### src/rtl/relu_maxpool_2x2_pkg.sv
// Shared constants and the signed max helper for the ReLU + 2x2 max-pool stage.
// Build option RELU_EN selects ReLU on the input (undefined: pure signed max pool).
package cnn_pool_pkg;

    localparam int CONV_OUT_W     = 2 * 8 + 6;
    localparam int DEF_IMG_WIDTH  = 62;
    localparam int DEF_IMG_HEIGHT = 62;

    // Wide enough for any sample width; callers sign-extend in, truncate out
    localparam int SMAX_W = 64;

    typedef logic signed [SMAX_W-1:0] swide_t;

    function automatic swide_t smax(input swide_t a, input swide_t b);
        return (a > b) ? a : b;
    endfunction

    function automatic int cnt_w(input int n);
        return (n > 1) ? $clog2(n) : 1;
    endfunction

endpackage

### src/rtl/relu_maxpool_2x2_if.sv
// Valid-only pixel stream into the pool stage and pooled stream out of it.
// No ready signal: the pooled-stream consumer is always ready.
interface relu_maxpool_2x2_if
    import cnn_pool_pkg::*;
#(
    parameter int DATA_WIDTH = CONV_OUT_W
);

    logic signed [DATA_WIDTH-1:0] pixel_in;
    logic                         pixel_valid;
    logic signed [DATA_WIDTH-1:0] pool_out;
    logic                         pool_valid;
    logic                         frame_done;

    modport master (
        output pixel_in,
        output pixel_valid,
        input  pool_out,
        input  pool_valid,
        input  frame_done
    );

    modport slave (
        input  pixel_in,
        input  pixel_valid,
        output pool_out,
        output pool_valid,
        output frame_done
    );

endinterface

### src/rtl/relu_maxpool_2x2_line_buffer.sv
// Half-row buffer of horizontal maxima from the even row of each row pair.
// Combinational read, synchronous write, storage is never reset.
module pool_line_buffer #(
    parameter int DATA_WIDTH = 22,
    parameter int DEPTH      = 31,
    parameter int AW         = 5
) (
    input  logic                         clk,
    input  logic                         we,
    input  logic [AW-1:0]                waddr,
    input  logic signed [DATA_WIDTH-1:0] wdata,
    input  logic [AW-1:0]                raddr,
    output logic signed [DATA_WIDTH-1:0] rdata
);

    logic signed [DATA_WIDTH-1:0] mem [DEPTH];

    always_ff @(posedge clk) begin
        if (we) begin
            mem[waddr] <= wdata;
        end
    end

    assign rdata = mem[raddr];

endmodule

### src/rtl/relu_maxpool_2x2.sv
// ReLU followed by 2x2 stride-2 max pooling on a raster-order conv stream.
// Build option RELU_EN: when undefined the ReLU is bypassed.
module relu_maxpool_2x2
    import cnn_pool_pkg::*;
#(
    parameter int DATA_WIDTH = CONV_OUT_W,
    parameter int IMG_WIDTH  = DEF_IMG_WIDTH,
    parameter int IMG_HEIGHT = DEF_IMG_HEIGHT
) (
    input logic               clk,
    input logic               rst,
    relu_maxpool_2x2_if.slave bus
);

    localparam int HALF_W = IMG_WIDTH / 2;
    localparam int CW     = cnt_w(IMG_WIDTH);
    localparam int RW     = cnt_w(IMG_HEIGHT);
    localparam int AW     = cnt_w(HALF_W);

    localparam logic [CW-1:0] COL_LAST = CW'(IMG_WIDTH - 1);
    localparam logic [CW-1:0] COL_END  = CW'((IMG_WIDTH / 2) * 2 - 1);
    localparam logic [RW-1:0] ROW_LAST = RW'(IMG_HEIGHT - 1);
    localparam logic [RW-1:0] ROW_END  = RW'((IMG_HEIGHT / 2) * 2 - 1);

    logic [CW-1:0] col_cnt;
    logic [RW-1:0] row_cnt;

    logic signed [DATA_WIDTH-1:0] relu;
    logic signed [DATA_WIDTH-1:0] pair_reg;
    logic signed [DATA_WIDTH-1:0] hmax;
    logic signed [DATA_WIDTH-1:0] vmax;
    logic signed [DATA_WIDTH-1:0] buf_rd;
    logic signed [DATA_WIDTH-1:0] pool_q;
    logic                         valid_q;
    logic                         done_q;

    logic          col_used;
    logic          row_used;
    logic          pair_we;
    logic          buf_we;
    logic          out_fire;
    logic          last_blk;
    logic [AW-1:0] idx;

`ifdef RELU_EN
    assign relu = bus.pixel_in[DATA_WIDTH-1] ? '0 : bus.pixel_in;
`else
    assign relu = bus.pixel_in;
`endif

    // Trailing column/row of an odd dimension is counted but never paired
    assign col_used = (IMG_WIDTH % 2 == 0) || (col_cnt != COL_LAST);
    assign row_used = (IMG_HEIGHT % 2 == 0) || (row_cnt != ROW_LAST);

    assign pair_we  = bus.pixel_valid && !col_cnt[0] && col_used;
    assign buf_we   = bus.pixel_valid && col_cnt[0] && !row_cnt[0] && row_used;
    assign out_fire = bus.pixel_valid && col_cnt[0] && row_cnt[0];
    assign last_blk = (row_cnt == ROW_END) && (col_cnt == COL_END);

    assign idx  = AW'(col_cnt >> 1);
    assign hmax = DATA_WIDTH'(smax(SMAX_W'(pair_reg), SMAX_W'(relu)));
    assign vmax = DATA_WIDTH'(smax(SMAX_W'(buf_rd), SMAX_W'(hmax)));

    pool_line_buffer #(
        .DATA_WIDTH (DATA_WIDTH),
        .DEPTH      (HALF_W),
        .AW         (AW)
    ) u_line_buffer (
        .clk   (clk),
        .we    (buf_we),
        .waddr (idx),
        .wdata (hmax),
        .raddr (idx),
        .rdata (buf_rd)
    );

    always_ff @(posedge clk or negedge rst) begin
        if (!rst) begin
            col_cnt <= '0;
            row_cnt <= '0;
        end else if (bus.pixel_valid) begin
            if (col_cnt == COL_LAST) begin
                col_cnt <= '0;
                row_cnt <= (row_cnt == ROW_LAST) ? '0 : row_cnt + 1'b1;
            end else begin
                col_cnt <= col_cnt + 1'b1;
            end
        end
    end

    always_ff @(posedge clk or negedge rst) begin
        if (!rst) begin
            pair_reg <= '0;
        end else if (pair_we) begin
            pair_reg <= relu;
        end
    end

    always_ff @(posedge clk or negedge rst) begin
        if (!rst) begin
            pool_q  <= '0;
            valid_q <= 1'b0;
            done_q  <= 1'b0;
        end else begin
            valid_q <= out_fire;
            done_q  <= out_fire && last_blk;
            if (out_fire) begin
                pool_q <= vmax;
            end
        end
    end

    assign bus.pool_out   = pool_q;
    assign bus.pool_valid = valid_q;
    assign bus.frame_done = done_q;

endmodule

### src/flat_wrapper.sv
// flat-port wrapper written by rule: the top's interface ports become plain ports
module relu_maxpool_2x2_flat import cnn_pool_pkg::*;
#(
    parameter int DATA_WIDTH = CONV_OUT_W,
    parameter int IMG_WIDTH  = DEF_IMG_WIDTH,
    parameter int IMG_HEIGHT = DEF_IMG_HEIGHT
)
  (clk, rst, bus_pixel_in, bus_pixel_valid, bus_pool_out, bus_pool_valid, bus_frame_done);
  relu_maxpool_2x2_if #(.DATA_WIDTH(DATA_WIDTH)) bus_i ();
  input logic clk;
  input logic rst;
  input wire logic [$bits(bus_i.pixel_in)-1:0] bus_pixel_in;
  input wire logic [$bits(bus_i.pixel_valid)-1:0] bus_pixel_valid;
  output wire logic [$bits(bus_i.pool_out)-1:0] bus_pool_out;
  output wire logic [$bits(bus_i.pool_valid)-1:0] bus_pool_valid;
  output wire logic [$bits(bus_i.frame_done)-1:0] bus_frame_done;
  assign bus_i.pixel_in = bus_pixel_in;
  assign bus_i.pixel_valid = bus_pixel_valid;
  assign bus_pool_out = bus_i.pool_out;
  assign bus_pool_valid = bus_i.pool_valid;
  assign bus_frame_done = bus_i.frame_done;
  relu_maxpool_2x2 #(.DATA_WIDTH(DATA_WIDTH), .IMG_WIDTH(IMG_WIDTH), .IMG_HEIGHT(IMG_HEIGHT)) u_core (.clk(clk), .rst(rst), .bus(bus_i));
endmodule
### config.mk
export PLATFORM = sky130hd
export DESIGN_NAME = relu_maxpool_2x2_flat
export DESIGN_NICKNAME = d
export VERILOG_FILES = /design/src/rtl/relu_maxpool_2x2_pkg.sv /design/src/rtl/relu_maxpool_2x2_if.sv /design/src/rtl/relu_maxpool_2x2_line_buffer.sv /design/src/rtl/relu_maxpool_2x2.sv /design/src/flat_wrapper.sv
export SDC_FILE = /design/constraint.sdc
export NUM_CORES = 1
export LEC_CHECK = 0
export CAP_MARGIN = 0
export CORE_ASPECT_RATIO = 1.2
export CORE_UTILIZATION = 30
export DETAILED_ROUTE_END_ITERATION = 12
export HOLD_SLACK_MARGIN = 0.08
export PLACE_DENSITY = 0.47
export RECOVER_POWER = 50
export SKIP_CTS_REPAIR_TIMING = 1
export SYNTH_ARGS = -nofsm -noshare
export SYNTH_HDL_FRONTEND = slang
export SYNTH_SLANG_ARGS = --single-unit
### constraint.sdc
create_clock -name clk -period 4.2 [get_ports clk]
set_input_delay 0.42 -clock clk [delete_from_list [all_inputs] [get_ports clk]]
set_output_delay 0.42 -clock clk [all_outputs]
set_load 0.03 [all_outputs]
==> flow_summary.toml <==
[sta]
hold_viol_final = 0
setup_ws_ns = -0.196
setup_violations = 22
fin_crit_sh = 1.05
fmax_mhz = 227
min_period_ns = 4.40
slew_headroom = -0.761
maxSlewViolCount = 89
clock_skew_ns = 0.0320
fin_tns_setup_ns = -3.40
worst_slew_pin_slew_ns = 2.64
rsz0062_at_grt = "true"
whs_ns = 0.312

[cells_and_area]
largest_reg_flops = 682
layout.cells.non_filler = 3178
design_area_sq_mm = 0.0368
final.fill_count = 9013
fin_nets = 1909
area_growth_pct = 23.3
layout-drive-gt1-share = 0.324
register_area_sq_mm = 0.0219
diodes = 0
multi_input_area_sq_mm = 0.00792
final_core_util = 0.373

[clocking]
clk-insertion-delay-late_ns = 0.64
h-tree-depth = 3
cts_tree = "yes"
cts_root_buf = "clkbuf_16"
cts_max_path_buffers = 3
clk_pin_slew_ns = 0.07
cts_num_sinks = 740
cts_buffers = 75

[placement]
gp_congestion = 0.821
post_dp_cell_area_sq_mm = 0.0341
preCtsSetupSlack_ns = -1.12
dp_hpwl_mm = 50.9
dp_cells = 3036
io_buffers = 48

[drt]
vias = 16100
drt_iter0_drc = 1241
vias_per_cell = 5.08
wl_per_cell_um = 27.2
antenna_left = 0
first_pass_iters = 5
wl_mm = 86.6
drc = 0

[setup_path]
arrival_ns = 4.95
rr_worst_depth = 17
worstSetupPathType = "register to register"
cp-start-kind = "register"
r2r-start = "u_core.pair_reg[20]"
crit_fanout = 10
endpoint_kind = "register"
r2r_end = "u_core.bus.pool_out[17]"
r2r_slack_ns = -0.20
required_ns = 4.75

[power_and_ir_drop]
power_mw = 24.3
power_frac_seq = 0.378
p_int_mw = 16.4
pwr-share-clk = 0.274
p_sw_mw = 7.90
p_leak_nw = 12.2
swShare = 0.325
powerDensity_mw_per_mm2 = 661
p_comb_frac = 0.348
peakVddDrop_mv = 0.365

[min_path]
min_path_cells = 4
hp-start = "bus_pixel_in[21]"
hold_path_end = "u_core.pair_reg[21]"
hp-class = "input port to register"

[grt]
grt_usage = 0.171
grt_start_max_net_pins = 45
grt_pass1_wl_mm = 123
grt_pass1_vias = 16900
antenna_found_initial = 0
overflow = 0

[yosys]
synth-compound-area-share = 0.0483
synth_simple_gate_area_frac = 0.0377
synth_flop_cell = "edfxtp_1"
synth_edf_count = 682
ys_seq_area_frac = 0.735
synth_top_family_by_area = "multiplexers"
synth-xor-area-share = 0.000587
synthArstFlopShare = 0.0784
avgSynthCellArea_sq_um = 19.1
netlist_area_sq_mm = 0.0298
synth_adder_area_share = 0.0201
synthCells = 1565
yosys_warnings = 0
syn_nets = 1638
yosys-mux-area-fraction = 0.140
ys_types = 49
synth-seq-cells = 740

[floorplanning]
dieHeight_um = 347
dieWidth_um = 290
io_pins = 49
fp.dieArea_sq_mm = 0.101
initial_core_util = 0.303
core_area_sq_mm = 0.0985
rows = 126

[status]
violations = "max-capacitance violations, max-slew violations, negative setup slack"
outcome = "finished with violations"

[run]
maxCapViolations = 2
-- power by group through the flow --
stage	sequential (mW)	clock, mW	combinational, mW
6_report	9.19	6.67	8.47
4_1_cts	9.19	6.82	8.17
2_1_floorplan	9.24	0	4.40
3_5_place_dp	9.34	0	8.15
3_3_place_gp	9.33	0	8.01
5_1_grt	9.21	7.06	9.07
-- cell families (layout without fill, tap and decap cells) --
logic type	after synthesis	after routing
AOI/OAI and AO/OA	204	204
xor gates and xnor gates	2	2
adders and majority gates	48	48
buffers and inverters	134	466
DFF	740	740
muxes	200	200
and+or+nand+nor	237	238
-- metal layers --
layer / vias up / global-route usage / routed length, um
li1: 6912 / - / -
met1: 8700 / 0.217 / 36000
met2: 409 / 0.304 / 44900
met3: 113 / 0.0246 / 3880
met4: 0 / 0.0480 / 1820
met5: - / 0 / 0
-- worst max-delay path by stage --
stage,from,endpoint,cells past startpoint
final,u_core.pair_reg[20],u_core.bus.pool_out[17],17
after global routing,u_core.pair_reg[20],u_core.bus.pool_out[17],17
after CTS,u_core.pair_reg[4],u_core.bus.pool_out[17],17
after detailed placement,bus_pixel_in[21],u_core.bus.pool_out[2],19
after global placement,bus_pixel_in[4],u_core.bus.pool_out[3],19
after floorplan,bus_pixel_in[13],u_core.bus.pool_out[0],18
-- worst max-delay path: stages, from the launching register on --
cell,delay (ns)
dfrtp_1,0.41
ha_4,0.26
nand4_1,0.26
nor3_2,0.07
a2111o_1,0.35
or4_4,0.44
a22o_4,0.31
buf_12,0.18
mux2i_4,0.24
ha_4,0.25
a21oi_2,0.12
o21ai_2,0.08
a221oi_2,0.32
o211ai_1,0.14
mux2_4,0.33
nand2b_4,0.20
buf_12,0.19
o211ai_2,0.14
-- placed cells by master, fill, tap and decap left out, types with 22 or more instances in the layout --
cell	count
clkdlybuf4s50_1	46
a22oi_1	87
inv_1	48
nand4_1	28
o21ai_0	57
mux4_2	154
dfrtp_1	56
mux2i_1	22
edfxtp_1	682
buf_12	44
nand2_1	91
nand3_1	32
buf_4	181
ha_1	34
nor2_4	31
clkbuf_16	77
-- area by class of cell --
type                       count  area share
timing repair buffer         277      0.0746
clock inverter                50      0.0120
inverter                      50     0.00510
clock buffer                  89      0.0536
multi-input combinational    692       0.215
sequential                   740       0.596
tap                         1280      0.0435
-- synth_stat cells (all sizes together) (2+ instances only) --
master  instances  share of area
a21boi          2        0.00050
dfrtp          58          0.049
a22o            2        0.00059
mux4          154           0.12
or2             3        0.00063
nor2b           2        0.00042
and2            2        0.00042
a21oi          21         0.0036
nand3b          2        0.00050
nand2          91          0.011
ha             48          0.020
o21ai          58         0.0097
nor3b           2        0.00050
or3b            2        0.00059
or4             2        0.00050
nand4          28         0.0059
buf            22         0.0045
and3            5         0.0010
nor3            6         0.0010
o31ai           5         0.0013
mux2            2        0.00075
a22oi          87          0.022
nand3          32         0.0054
edfxtp        682           0.69
or3             2        0.00042
nor2           44         0.0055
o211ai         23         0.0090
inv            50         0.0063
nand2b          7         0.0015
mux2i          44          0.023
clkbuf         62         0.0078
and4            5         0.0015
Note: power is estimated with default switching activity, not from simulation.
